File: src/rtl/spi_disp_pkg.sv
// Shared constants for the SPI display receiver: register addresses, FSM encoding, frame length.
package spi_disp_pkg;

  localparam int FRAME_BITS_DFLT = 16;

  localparam logic [3:0] ADDR_NOOP    = 4'h0;
  localparam logic [3:0] ADDR_DIG1    = 4'h1;
  localparam logic [3:0] ADDR_DIG2    = 4'h2;
  localparam logic [3:0] ADDR_DIG3    = 4'h3;
  localparam logic [3:0] ADDR_DIG4    = 4'h4;
  localparam logic [3:0] ADDR_DIG5    = 4'h5;
  localparam logic [3:0] ADDR_DIG6    = 4'h6;
  localparam logic [3:0] ADDR_DIG7    = 4'h7;
  localparam logic [3:0] ADDR_DIG8    = 4'h8;
  localparam logic [3:0] ADDR_DECODE  = 4'h9;
  localparam logic [3:0] ADDR_INTENS  = 4'hA;
  localparam logic [3:0] ADDR_SCANLIM = 4'hB;
  localparam logic [3:0] ADDR_SHUTDN  = 4'hC;
  localparam logic [3:0] ADDR_TEST    = 4'hF;

  localparam logic [1:0] IDLE   = 2'd0;
  localparam logic [1:0] SHIFT  = 2'd1;
  localparam logic [1:0] COMMIT = 2'd2;

endpackage

File: src/rtl/spi_edge_sync.sv
// Optional 2-flop synchronizer (SPI_RX_SYNC_EN) followed by a level register and registered
// rise/fall pulses; level and pulses are aligned so a sampled data pin lines up with a clock edge.
module spi_edge_sync (
  input  logic i_clk,
  input  logic i_res,
  input  logic i_pin,
  output logic o_lvl,
  output logic o_rise,
  output logic o_fall
);

  logic w_smp;
  logic r_lvl;
  logic r_rise;
  logic r_fall;

`ifdef SPI_RX_SYNC_EN
  logic r_s1;
  logic r_s2;

  always_ff @(posedge i_clk) begin
    r_s1 <= i_pin;
    r_s2 <= r_s1;
  end

  assign w_smp = r_s2;
`else
  assign w_smp = i_pin;
`endif

  // The level keeps tracking the pin through reset so no stale edge fires on release.
  always_ff @(posedge i_clk) begin
    r_lvl <= w_smp;
    if (i_res) begin
      r_rise <= 1'b0;
      r_fall <= 1'b0;
    end else begin
      r_rise <= w_smp & ~r_lvl;
      r_fall <= ~w_smp & r_lvl;
    end
  end

  assign o_lvl  = r_lvl;
  assign o_rise = r_rise;
  assign o_fall = r_fall;

endmodule

File: src/rtl/spi_display_receiver.sv
// MAX7219-style SPI frame receiver decoding 16-bit frames into a display register file.
// SPI_RX_SYNC_EN adds 2-flop pin synchronizers (edge detection latency 3 cycles instead of 1).
module spi_display_receiver
  import spi_disp_pkg::*;
#(
  parameter int   FRAME_BITS   = FRAME_BITS_DFLT,
  parameter logic SHUTDOWN_RST = 1'b1
) (
  input  logic        clk,
  input  logic        res,
  input  logic        clk_SPI,
  input  logic        CS,
  input  logic        MOSI,
  output logic [63:0] digits,
  output logic [7:0]  decode_mode,
  output logic [3:0]  intensity,
  output logic [2:0]  scan_limit,
  output logic        shutdown,
  output logic        display_test,
  output logic        frame_valid,
  output logic [3:0]  frame_addr,
  output logic        frame_err
);

  localparam logic [4:0] L_FRAME_CNT = 5'(FRAME_BITS);

  logic w_sck_rise;
  logic w_sck_fall_unused;
  logic w_sck_lvl_unused;
  logic w_cs_rise;
  logic w_cs_fall;
  logic w_cs_lvl_unused;
  logic w_mosi;
  logic w_mosi_rise_unused;
  logic w_mosi_fall_unused;

  spi_edge_sync u_sck (
    .i_clk  (clk),
    .i_res  (res),
    .i_pin  (clk_SPI),
    .o_lvl  (w_sck_lvl_unused),
    .o_rise (w_sck_rise),
    .o_fall (w_sck_fall_unused)
  );

  spi_edge_sync u_cs (
    .i_clk  (clk),
    .i_res  (res),
    .i_pin  (CS),
    .o_lvl  (w_cs_lvl_unused),
    .o_rise (w_cs_rise),
    .o_fall (w_cs_fall)
  );

  spi_edge_sync u_mosi (
    .i_clk  (clk),
    .i_res  (res),
    .i_pin  (MOSI),
    .o_lvl  (w_mosi),
    .o_rise (w_mosi_rise_unused),
    .o_fall (w_mosi_fall_unused)
  );

  logic [1:0]  r_state;
  logic [4:0]  r_cnt;
  logic [11:0] r_sr;
  logic [63:0] r_digits;
  logic [7:0]  r_decode;
  logic [3:0]  r_intens;
  logic [2:0]  r_scan;
  logic        r_shut;
  logic        r_test;
  logic        r_valid;
  logic [3:0]  r_addr;
  logic        r_err;

  // The upper address nibble is never decoded, so only the low 12 bits are kept.
  logic [3:0] w_addr;
  logic [7:0] w_data;
  logic [5:0] w_dig_idx;

  assign w_addr    = r_sr[11:8];
  assign w_data    = r_sr[7:0];
  assign w_dig_idx = {w_addr[2:0] - 3'd1, 3'b000};

  always_ff @(posedge clk) begin
    if (res) begin
      r_state  <= IDLE;
      r_cnt    <= 5'd0;
      r_sr     <= 12'd0;
      r_digits <= 64'd0;
      r_decode <= 8'd0;
      r_intens <= 4'd0;
      r_scan   <= 3'd0;
      r_shut   <= SHUTDOWN_RST;
      r_test   <= 1'b0;
      r_valid  <= 1'b0;
      r_addr   <= 4'd0;
      r_err    <= 1'b0;
    end else begin
      r_valid <= 1'b0;
      r_err   <= 1'b0;
      case (r_state)
        IDLE: begin
          if (w_cs_fall) begin
            r_state <= SHIFT;
            r_cnt   <= 5'd0;
            r_sr    <= 12'd0;
          end
        end
        SHIFT: begin
          // CS rise wins over a coincident SCK rise, which is dropped.
          if (w_cs_rise) begin
            r_state <= COMMIT;
          end else if (w_sck_rise) begin
            r_sr <= {r_sr[10:0], w_mosi};
            if (r_cnt != 5'd31) begin
              r_cnt <= r_cnt + 5'd1;
            end
          end
        end
        COMMIT: begin
          if (r_cnt == L_FRAME_CNT) begin
            r_valid <= 1'b1;
            r_addr  <= w_addr;
            case (w_addr)
              ADDR_DIG1, ADDR_DIG2, ADDR_DIG3, ADDR_DIG4,
              ADDR_DIG5, ADDR_DIG6, ADDR_DIG7, ADDR_DIG8:
                r_digits[w_dig_idx +: 8] <= w_data;
              ADDR_DECODE:  r_decode <= w_data;
              ADDR_INTENS:  r_intens <= w_data[3:0];
              ADDR_SCANLIM: r_scan   <= w_data[2:0];
              ADDR_SHUTDN:  r_shut   <= ~w_data[0];
              ADDR_TEST:    r_test   <= w_data[0];
              default: ;
            endcase
          end else begin
            r_err <= 1'b1;
          end
          if (w_cs_fall) begin
            r_state <= SHIFT;
            r_cnt   <= 5'd0;
            r_sr    <= 12'd0;
          end else begin
            r_state <= IDLE;
          end
        end
        default: r_state <= IDLE;
      endcase
    end
  end

  assign digits       = r_digits;
  assign decode_mode  = r_decode;
  assign intensity    = r_intens;
  assign scan_limit   = r_scan;
  assign shutdown     = r_shut;
  assign display_test = r_test;
  assign frame_valid  = r_valid;
  assign frame_addr   = r_addr;
  assign frame_err    = r_err;

endmodule

File: config.mk
export PLATFORM = sky130hd
export DESIGN_NAME = spi_display_receiver
export DESIGN_NICKNAME = d
export VERILOG_FILES = /design/src/rtl/spi_disp_pkg.sv /design/src/rtl/spi_edge_sync.sv /design/src/rtl/spi_display_receiver.sv
export SDC_FILE = /design/constraint.sdc
export NUM_CORES = 1
export LEC_CHECK = 0
export CAP_MARGIN = 20
export CORE_MARGIN = 1
export CORE_UTILIZATION = 41
export DETAILED_ROUTE_END_ITERATION = 7
export GPL_ROUTABILITY_DRIVEN = 0
export HOLD_SLACK_MARGIN = 0.03
export PLACE_DENSITY = 0.79
export RECOVER_POWER = 50
export SYNTH_ARGS = -nofsm -noshare
export SYNTH_HDL_FRONTEND = slang
export SYNTH_HIERARCHICAL = 1
export SYNTH_SLANG_ARGS = --single-unit
File: constraint.sdc
create_clock -name clk -period 2.85 [get_ports clk]
set_clock_uncertainty 0.05 [all_clocks]
set_input_delay 0.285 -clock clk [delete_from_list [all_inputs] [get_ports clk]]
set_output_delay 0.285 -clock clk [all_outputs]
set_load 0.005 [all_outputs]
==> impl_summary.log, run 1 <==
[metrics] WP data arrival: 2890 ps
[metrics] worst skew pair latency: 340 ps
[metrics] Inserted Clock Buffers: 9
[metrics] clock period minus worst slack: 2710 ps
[metrics] final cell count without fillers: 749
[metrics] clock edge transition at the registers on the reported setup and hold paths: 70 ps
[metrics] setup repair after global routing missed its margin: no
[metrics] power per cell area: 447 nW/um^2
[metrics] area inside the core boundary: 11,500 sq um
[metrics] Final setup viols: 0
[metrics] startpoint type of the worst setup path: register
[metrics] final worst-path cycle share: 94.9%
[metrics] number of buffers added to fix hold violations after cts: 0
[metrics] DR vias: 4,044
[metrics] Leakage Power: 2.63 nW
[metrics] count of max-cap constraint violations: 0
[metrics] starting utilization of the core area: 42.2%
[metrics] critical path peak fanout: 7
[metrics] number of warning messages in the yosys log: 6
[metrics] least setup slack across all paths after layout: 144 ps
[metrics] Worst setup EP type: register
[metrics] largest net degree at the start of global routing: 41
[metrics] number of rows created at floorplan: 39
[metrics] clock tree root driver cell: sky130_fd_sc_hd__clkbuf_16
[metrics] number of buffers inserted by port buffering: 91
[metrics] global-route total usage across every layer: 20.8%
[metrics] net count reported at finish: 619
[metrics] status: complete, no violations
[metrics] placed wire-length estimate: 8.76 mm
[metrics] ratio of cells with drive above 1 in the final layout: 10.4%
[metrics] clock tree buffer depth: 2
[metrics] # IOs: 92
[metrics] number of global-route vias before repair: 3,908
[metrics] Area Overhead vs Synth: 28.4%
[metrics] level count of the clock H-tree: 3
[metrics] achievable clock frequency: 370 MHz
[metrics] average routed wire per standard cell: 16.8 um
[metrics] vertical die dimension: 111 um
[metrics] largest vdd supply drop: 0.343 mV
[metrics] CTS tree: yes
[metrics] Die Wd: 111 um
[metrics] Synth Cell Area: 4840 sq um
[metrics] final WL: 12.6 mm
[metrics] number of cells in the design after placement: 732
[metrics] First DRT Iteration DRCs: 273
[metrics] number of antenna violations at the first check in global routing: 0
[metrics] Worst EP required: 3040 ps
[metrics] remaining antenna violation count: 0
[metrics] worst slew margin relative to its limit: 3.90%
[metrics] final-report max-slew violation count: 0
[metrics] post-layout power: 2.78 mW
[metrics] total gr overflow: 0
[metrics] Syn Nets: 534
[metrics] category of the most critical setup path: register to register
[metrics] worst-case setup slack after placement: 112 ps
[metrics] wire length of the first global-routing pass: 20.3 mm
[metrics] mean cell area of the mapped netlist: 9.36 sq um
[metrics] Antenna Diode Count: 0
[metrics] Post-Synthesis Cells: 517
[metrics] clk sink count: 112
[metrics] transition time at the pin with the least slew margin: 1440 ps
[metrics] number of search-and-repair iterations in the first detailed-routing pass: 5
[metrics] Total Die Area: 12,200 sq um
[metrics] number of endpoints with negative hold slack in the final report: 0
[metrics] setup tns final: 0 ps
[metrics] number of vias per cell after detailed routing: 5.40
[metrics] number of DRC violations after detailed routing: 0
[metrics] type of the tightest min-delay check: register to register
## path summary, 6_finish.rpt
| check | from | endpoint | slack (ps) | cells past startpoint |
|---|---|---|---|---|
| max | r_sr[8] | digits[3] | 140 | 9 |
| min | u_sck/o_lvl | u_sck/o_rise | 360 | 1 |
| max reg2reg | r_sr[8] | digits[3] | 140 | 9 |
| min reg2reg | u_sck/o_lvl | u_sck/o_rise | 360 | 1 |
## report_power, final
| part | switching, mW | internal (mW) | total [mW] |
|---|---|---|---|
| clock network | 0.567 | 0.592 | 1.16 |
| logic | 0.0324 | 0.0148 | 0.0472 |
| registers | 0.00390 | 1.57 | 1.57 |
## state kept, by name (all words and copies together), names as in the netlist, 2 cells and up
register     cells
r_state          2
digits          64
decode_mode      8
r_cnt            5
frame_addr       4
intensity        4
r_sr            12
scan_limit       3
## repair_timing
action / 4_1_cts / 5_1_grt
buffers inserted: 0 / 2
resized for setup: 0 / 6
hold endpoints to repair: 0 / 0
endpoints found under the setup margin: 0 / 17
## through the flow
stage               instance area [sq um]  util [%]  hold slack (ps)
floorplan                            4840         -              263
detailed placement                   5900      51.5              328
global placement                     5900      51.5              337
CTS                                  6170      53.8              325
finish                               6210      54.2              361
global route                         6210      54.2              384
## metal layers
| layer | share of wire [%] | wire length [um] | up-vias | track usage (%) |
|---|---|---|---|---|
| met3 | 6.9 | 867 | 17 | 5.82 |
| met2 | 47 | 5940 | 154 | 33.1 |
| met1 | 44 | 5570 | 1915 | 27.2 |
| met4 | 1.4 | 180 | 0 | 6.58 |
| li1 | - | - | 1958 | - |
| met5 | 0 | 0 | - | 0 |
## layout by cell type (no fill, tap or decap), drive strengths merged, types with 2 or more instances in the layout
cell         count
a21oi           35
and2             3
buf             20
clkbuf          10
clkinv           2
clkinvlp         2
dfxtp          112
dlygate4sd3     90
ha              12
inv              8
mux2            13
mux2i           41
nand2           56
nand2b          26
nand3           18
nand4           24
nor2            24
nor2b           37
nor3             2
nor3b            7
nor4bb           2
o211ai           4
o21ai           28
o31ai            8
o41ai            3
xnor2            3
## critical path, cell delays in order, from the launching register on
cell and delay, ps:
sky130_fd_sc_hd__dfxtp_1 320, sky130_fd_sc_hd__inv_1 140, sky130_fd_sc_hd__ha_1 310, sky130_fd_sc_hd__xor2_4 210
sky130_fd_sc_hd__inv_1 100, sky130_fd_sc_hd__ha_1 400, sky130_fd_sc_hd__and4b_1 280, sky130_fd_sc_hd__nand4_1 200
sky130_fd_sc_hd__nor2_4 220, sky130_fd_sc_hd__mux2_2 360
## final cells by class
cell class	count	area [sq um]
clock buffers	9	225
repair buffers	111	1060
well taps	143	179
inverters	6	22.5
clock inverters	6	42.5
fillers	991	5250
multi-input cells	362	2440
flip-flops and latches	112	2240
No activity file was read; power rests on OpenSTA's default activity.
==> run 2: changes to the inputs <==
--- a/config.mk
+++ b/config.mk
@@ -8,10 +8,11 @@
 export CAP_MARGIN = 20
 export CORE_MARGIN = 1
 export CORE_UTILIZATION = 41
+export CTS_BUF_LIST = sky130_fd_sc_hd__clkbuf_2
 export DETAILED_ROUTE_END_ITERATION = 7
 export GPL_ROUTABILITY_DRIVEN = 0
 export HOLD_SLACK_MARGIN = 0.03
-export PLACE_DENSITY = 0.79
+export PLACE_DENSITY = 0.76
 export RECOVER_POWER = 50
 export SYNTH_ARGS = -nofsm -noshare
 export SYNTH_HDL_FRONTEND = slang
==> constraint.sdc (replaced) <==
create_clock -name clk -period 2.87 [get_ports clk]
set_clock_uncertainty 0.05 [all_clocks]
set_input_delay 0.287 -clock clk [delete_from_list [all_inputs] [get_ports clk]]
set_output_delay 0.287 -clock clk [all_outputs]
set_load 0.005 [all_outputs]
==> impl_summary.log, run 2 (same netlist as run 1, synthesis figures left out) <==
[metrics] net count reported at finish: 618 (-0.16%)
[metrics] Die Wd: 111 um (unchanged)
[metrics] level count of the clock H-tree: 3 (unchanged)
[metrics] global-route total usage across every layer: 19.0% (-1.8 points)
[metrics] # IOs: 92 (unchanged)
[metrics] worst slew margin relative to its limit: 44.0% (+40 points)
[metrics] worst reg-to-reg setup slack: 160 ps (about the same)
[metrics] placed wire-length estimate: 8.22 mm (-6.2%)
[metrics] number of rows created at floorplan: 39 (unchanged)
[metrics] Largest register FFs: 64 (unchanged)
[metrics] setup repair after global routing missed its margin: no
[metrics] clk sink count: 112 (unchanged)
[metrics] Antenna Diode Count: 0 (unchanged)
[metrics] critical path peak fanout: 8 (+1)
[metrics] average routed wire per standard cell: 15.6 um (-6.7%)
[metrics] clock edge transition at the registers on the reported setup and hold paths: 280 ps (+210 ps)
[metrics] remaining antenna violation count: 0 (unchanged)
[metrics] vertical die dimension: 111 um (unchanged)
[metrics] power per cell area: 393 nW/um^2 (-12%)
[metrics] most common cell after layout, fill and taps aside: sky130_fd_sc_hd__dfxtp_1
[metrics] worst hold path cell count: 1 (unchanged)
[metrics] number of cells in the design after placement: 730 (-0.27%)
[metrics] status: complete, no violations
[metrics] ratio of cells with drive above 1 in the final layout: 9.24% (-1.2 points)
[metrics] clock tree buffer depth: 2 (unchanged)
[metrics] area inside the core boundary: 11,500 sq um (unchanged)
[metrics] number of vias per cell after detailed routing: 5.33 (-1.3%)
[metrics] Worst R2R End: digits[8]
[metrics] reg2reg path depth: 8 (-1)
[metrics] Worst setup EP type: register
[metrics] transition time at the pin with the least slew margin: 840 ps (-601 ps)
[metrics] number of DRC violations after detailed routing: 0 (unchanged)
[metrics] First DRT Iteration DRCs: 310 (+14%)
[metrics] Inserted Clock Buffers: 9 (unchanged)
[metrics] WP data arrival: 3190 ps (+300 ps)
[metrics] leading cell types in the layout, fill and taps excluded: 112 x sky130_fd_sc_hd__dfxtp_1, 80 x sky130_fd_sc_hd__dlygate4sd3_1, 56 x sky130_fd_sc_hd__nand2_1, 41 x sky130_fd_sc_hd__mux2i_1, 37 x sky130_fd_sc_hd__nor2b_1
[metrics] R2R Path Start: r_sr[8]
[metrics] Filler cells: 1,019 (+2.8%)
[metrics] wire length of the first global-routing pass: 18.9 mm (-7.2%)
[metrics] Fin Hold WS: 232 ps (-129 ps)
[metrics] CTS tree: yes
[metrics] category of the most critical setup path: register to register
[metrics] number of endpoints with negative hold slack in the final report: 0 (unchanged)
[metrics] setup tns final: 0 ps (unchanged)
[metrics] Total Die Area: 12,200 sq um (unchanged)
[metrics] Worst EP required: 3350 ps (+310 ps)
[metrics] number of antenna violations at the first check in global routing: 0 (unchanged)
[metrics] final worst-path cycle share: 94.5% (-0.48 points)
[metrics] achievable clock frequency: 369 MHz (-0.19%)
[metrics] number of global-route vias before repair: 3,758 (-3.8%)
[metrics] largest vdd supply drop: 0.269 mV (-21%)
[metrics] launch instance of the worst min-delay path: clk_SPI
[metrics] final WL: 11.7 mm (-6.7%)
[metrics] count of max-cap constraint violations: 0 (unchanged)
[metrics] largest net degree at the start of global routing: 59 (+44%)
[metrics] post-route cell area: 6050 sq um (-2.7%)
[metrics] number of buffers inserted by port buffering: 91 (unchanged)
[metrics] type of the tightest min-delay check: primary input to register
[metrics] worst skew pair latency: 600 ps (+260 ps)
[metrics] startpoint type of the worst setup path: register
[metrics] worst hold path endpoint: u_sck/o_lvl
[metrics] total gr overflow: 0 (unchanged)
[metrics] clock tree root driver cell: sky130_fd_sc_hd__clkbuf_2
[metrics] final-report max-slew violation count: 0 (unchanged)
[metrics] final cell count without fillers: 749 (unchanged)
[metrics] Leakage Power: 2.53 nW (-3.5%)
[metrics] core utilization of the finished layout: 52.7% (-1.5 points)
[metrics] starting utilization of the core area: 42.2% (unchanged)
[metrics] number of search-and-repair iterations in the first detailed-routing pass: 5 (unchanged)
[metrics] DR vias: 3,993 (-1.3%)
[metrics] clock period minus worst slack: 2710 ps (+5.27 ps)
[metrics] Area Overhead vs Synth: 25.0%
[metrics] Final setup viols: 0 (unchanged)
[metrics] cell area after placement: 5890 sq um (-0.25%)
==> run 2: cell types whose count changed in the layout (fill, tap and decap cells not counted), sizes merged <==
cell | before | now
clkdlybuf4s50 | 0 | 11
buf | 20 | 18
clkinvlp | 2 | 1
bufinv | 0 | 1
clkinv | 2 | 3
dlygate4sd3 | 90 | 80
==> run 2: through the flow <==
stage | total power [mW] | setup WS [ps]
6_report | 2.38 | 159
3_3_place_gp | 1.64 | 241
4_1_cts | 2.39 | 70.8
5_1_grt | 2.47 | 8.58
3_5_place_dp | 1.64 | 91.7
2_1_floorplan | 1.63 | 90.0
==> run 2: routing by layer <==
metal | GRT usage [%] | share of wire (%) | up-vias | routed length, um
met2 | 31.7 | 48 | 132 | 5610
met4 | 6.84 | 1.9 | 0 | 227
li1 | - | - | 1962 | -
met1 | 24.3 | 45 | 1880 | 5260
met3 | 3.57 | 5.3 | 19 | 616
met5 | 0 | 0 | - | 0
==> run 2: what timing repair did <==
item	CTS	global route
hold endpoints to repair	1	0
setup buffers	0	2
resized for setup	0	1
hold buffers	1	0
endpoints found under the setup margin	0	5
==> run 2: area by class of cell <==
class	instances	area, sq um	share of cell area (%)
clock inverter	7	88.8	1.47
tap	143	179	2.96
clock buffer	9	45.0	0.745
timing repair buffer	110	1050	17.4
multi-input combinational	362	2420	40.0
inverter	6	22.5	0.372
sequential	112	2240	37.1
==> run 2: worst max-delay path, cell delays in order, from the launching register on <==
cell,delay (ps)
sky130_fd_sc_hd__dfxtp_1,380
sky130_fd_sc_hd__inv_1,130
sky130_fd_sc_hd__ha_1,300
sky130_fd_sc_hd__xor2_4,210
sky130_fd_sc_hd__inv_1,110
sky130_fd_sc_hd__ha_1,390
sky130_fd_sc_hd__buf_4,190
sky130_fd_sc_hd__or4b_1,680
sky130_fd_sc_hd__mux2i_1,240
==> run 2: worst max-delay path by stage <==
stage | start | end | slack (ps) | cells past startpoint
floorplan | r_sr[8] | digits[0] | 90 | 10
global placement | r_sr[8] | digits[2] | 240 | 9
detailed placement | r_sr[8] | digits[0] | 90 | 9
finish | r_sr[8] | digits[8] | 160 | 8
CTS | r_sr[8] | digits[3] | 70 | 9
global route | r_sr[9] | digits[8] | 9 | 8
==> run 2: report_power, final <==
group	leakage [nW]	switching (mW)	total (mW)	internal, mW
logic	1.56	0.0304	0.0450	0.0146
clock network	0.0759	0.541	0.760	0.219
registers	0.903	0.00378	1.57	1.57
total	2.53	0.575	2.38	1.80
==> run 3: changes to the inputs <==
--- a/config.mk
+++ b/config.mk
@@ -6,13 +6,14 @@
 export NUM_CORES = 1
 export LEC_CHECK = 0
 export CAP_MARGIN = 20
-export CORE_MARGIN = 1
-export CORE_UTILIZATION = 41
+export CELL_PAD_IN_SITES_DETAIL_PLACEMENT = 1
+export CELL_PAD_IN_SITES_GLOBAL_PLACEMENT = 2
+export CORE_UTILIZATION = 33
 export CTS_BUF_LIST = sky130_fd_sc_hd__clkbuf_2
 export DETAILED_ROUTE_END_ITERATION = 7
 export GPL_ROUTABILITY_DRIVEN = 0
 export HOLD_SLACK_MARGIN = 0.03
-export PLACE_DENSITY = 0.76
+export PLACE_DENSITY = 0.93
 export RECOVER_POWER = 50
 export SYNTH_ARGS = -nofsm -noshare
 export SYNTH_HDL_FRONTEND = slang
==> constraint.sdc (replaced) <==
create_clock -name clk -period 2.6 [get_ports clk]
set_clock_uncertainty 0.05 [all_clocks]
set_input_delay 0.26 -clock clk [delete_from_list [all_inputs] [get_ports clk]]
set_output_delay 0.26 -clock clk [all_outputs]
set_load 0.005 [all_outputs]
==> impl_summary.log, run 3 (same netlist as run 1, synthesis figures left out) <==
[metrics] average routed wire per standard cell: 17.9 um (+14%)
[metrics] total gr overflow: 0 (unchanged)
[metrics] status: complete, no violations
[metrics] remaining antenna violation count: 0 (unchanged)
[metrics] number of buffers inserted by port buffering: 91 (unchanged)
[metrics] largest vdd supply drop: 0.330 mV (+22%)
[metrics] power per cell area: 416 nW/um^2 (+6.0%)
[metrics] Area Overhead vs Synth: 27.4%
[metrics] achievable clock frequency: 399 MHz (+8.2%)
[metrics] number of search-and-repair iterations in the first detailed-routing pass: 4 (-1)
[metrics] R2R Path Start: r_sr[9]
[metrics] global-route total usage across every layer: 19.6% (+0.60 points)
[metrics] category of the most critical setup path: register to register
[metrics] Final setup viols: 0 (unchanged)
[metrics] worst-case setup slack after placement: -0.622 ps (-92.3 ps)
[metrics] First DRT Iteration DRCs: 193 (-38%)
[metrics] starting utilization of the core area: 34.3% (-7.9 points)
[metrics] clk sink count: 112 (unchanged)
[metrics] post-layout power: 2.57 mW (+8.0%)
[metrics] Die Wd: 123 um (+11%)
[metrics] critical-path cell list: inv_1 > ha_4 > xor2_4 > inv_1 > ha_2 > and4b_1 > nand4_1 > nor2_4 > mux2_2
[metrics] core utilization of the finished layout: 43.7% (-9.0 points)
[metrics] number of antenna violations at the first check in global routing: 0 (unchanged)
[metrics] number of global-route vias before repair: 4,211 (+12%)
[metrics] startpoint type of the worst setup path: register
[metrics] final-report max-slew violation count: 0 (unchanged)
[metrics] number of vias per cell after detailed routing: 5.18 (-2.8%)
[metrics] critical path's most frequent cell: sky130_fd_sc_hd__inv_1
[metrics] number of rows created at floorplan: 43 (+10%)
[metrics] Leakage Power: 2.48 nW (-2.2%)
[metrics] leading cell types in the layout, fill and taps excluded: 111 x sky130_fd_sc_hd__dfxtp_1, 59 x sky130_fd_sc_hd__dlygate4sd3_1, 56 x sky130_fd_sc_hd__nand2_1, 41 x sky130_fd_sc_hd__mux2i_1, 37 x sky130_fd_sc_hd__nor2b_1
[metrics] critical path peak fanout: 8 (unchanged)
[metrics] vertical die dimension: 123 um (+11%)
[metrics] level count of the clock H-tree: 3 (unchanged)
[metrics] most common cell after layout, fill and taps aside: sky130_fd_sc_hd__dfxtp_1
[metrics] Inserted Clock Buffers: 9 (unchanged)
[metrics] final cell count without fillers: 794 (+6.0%)
[metrics] largest net degree at the start of global routing: 59 (unchanged)
[metrics] Worst EP required: 3100 ps (-250 ps)
[metrics] clock period minus worst slack: 2510 ps (-206 ps)
[metrics] least setup slack across all paths after layout: 94.6 ps (-64.5 ps)
[metrics] # IOs: 92 (unchanged)
[metrics] Fin Hold WS: 143 ps (-88.8 ps)
[metrics] worst skew pair latency: 640 ps (+40 ps)
[metrics] final WL: 14.2 mm (+21%)
[metrics] reg2reg path depth: 9 (+1)
[metrics] clock tree root driver cell: sky130_fd_sc_hd__clkbuf_2
[metrics] clock edge transition at the registers on the reported setup and hold paths: 290 ps (about the same)
[metrics] clock tree buffer depth: 2 (unchanged)
[metrics] Total Die Area: 15,100 sq um (+24%)
[metrics] worst slew margin relative to its limit: 24.1% (-20 points)
[metrics] Antenna Diode Count: 0 (unchanged)
[metrics] DR vias: 4,114 (+3.0%)
[metrics] slowest stage delay, CP: 380 ps (-300 ps)
[metrics] worst hold path cell count: 2 (+1)
[metrics] ratio of cells with drive above 1 in the final layout: 10.9% (+1.7 points)
[metrics] count of max-cap constraint violations: 0 (unchanged)
[metrics] CTS tree: yes
[metrics] final worst-path cycle share: 96.4% (+1.9 points)
[metrics] transition time at the pin with the least slew margin: 1140 ps (+299 ps)
[metrics] type of the tightest min-delay check: primary input to register
[metrics] setup repair after global routing missed its margin: no
[metrics] Worst R2R End: digits[0]
[metrics] launch instance of the worst min-delay path: res
[metrics] Largest register FFs: 64 (unchanged)
[metrics] worst reg-to-reg setup slack: 90 ps (-60 ps)
[metrics] origin of the worst setup path: r_sr[9]
[metrics] wire length of the first global-routing pass: 22.5 mm (+19%)
[metrics] Worst setup EP type: register
[metrics] WP data arrival: 3010 ps (-180 ps)
[metrics] placed wire-length estimate: 10.1 mm (+23%)
[metrics] number of cells in the design after placement: 774 (+6.0%)
[metrics] number of endpoints with negative hold slack in the final report: 0 (unchanged)
[metrics] cell at the slowest stage of the critical path: sky130_fd_sc_hd__dfxtp_1
[metrics] area inside the core boundary: 14,100 sq um (+23%)
[metrics] number of DRC violations after detailed routing: 0 (unchanged)
[metrics] worst hold path endpoint: digits[27]
[metrics] net count reported at finish: 626 (+1.3%)
==> run 3: metal layers <==
metal / track usage (%) / up-vias / wire (um)
met5: 0 / - / 0
met4: 6.10 / 0 / 184
met3: 4.84 / 13 / 643
met2: 32.1 / 94 / 6720
met1: 25.3 / 2041 / 6660
li1: - / 1966 / -
==> run 3: worst max-delay path, delay by kind of cell (launching register included) <==
kind	cells	cell delay [ps]
xor+xnor	1	150
buf+inv	2	260
flops	1	380
simple gates	3	670
fa+ha+maj	2	560
mux	1	360
==> run 3: layout make-up <==
type,instances,area (sq um)
multi-input combinational,362,2460
fill,1650,7930
tap,180,225
clock inverter,4,45.0
clock buffer,12,60.1
timing repair buffer,118,1100
sequential,112,2240
inverter,6,22.5
==> run 3: repair_timing <==
item                                    CTS  global route
endpoints found under the hold margin     3             0
setup buffers                             1             0
resized for setup                         3             4
pin swaps                                 1             0
hold buffers                              3             0
endpoints found under the setup margin   26            28
==> run 3: worst max path at each step <==
stage            endpoint  slack (ps)  depth (start not counted)
5_1_grt        digits[39]         0.1                          8
6_report        digits[0]          90                          9
3_3_place_gp    digits[8]         160                          8
3_5_place_dp   digits[52]        -0.6                          9
2_1_floorplan   digits[0]          50                         10
4_1_cts        digits[49]           8                          9
==> run 3: per-stage QoR <==
stage | setup TNS, ps | area, sq um
detailed placement | -0.622 | 6000
CTS | 0 | 6150
floorplan | 0 | 4860
global route | 0 | 6160
global placement | 0 | 6000
finish | 0 | 6160
==> run 3: report_power, final <==
| group | switching (mW) | internal [mW] |
|---|---|---|
| logic | 0.0378 | 0.0183 |
| clock network | 0.549 | 0.227 |
| registers | 0.00493 | 1.73 |
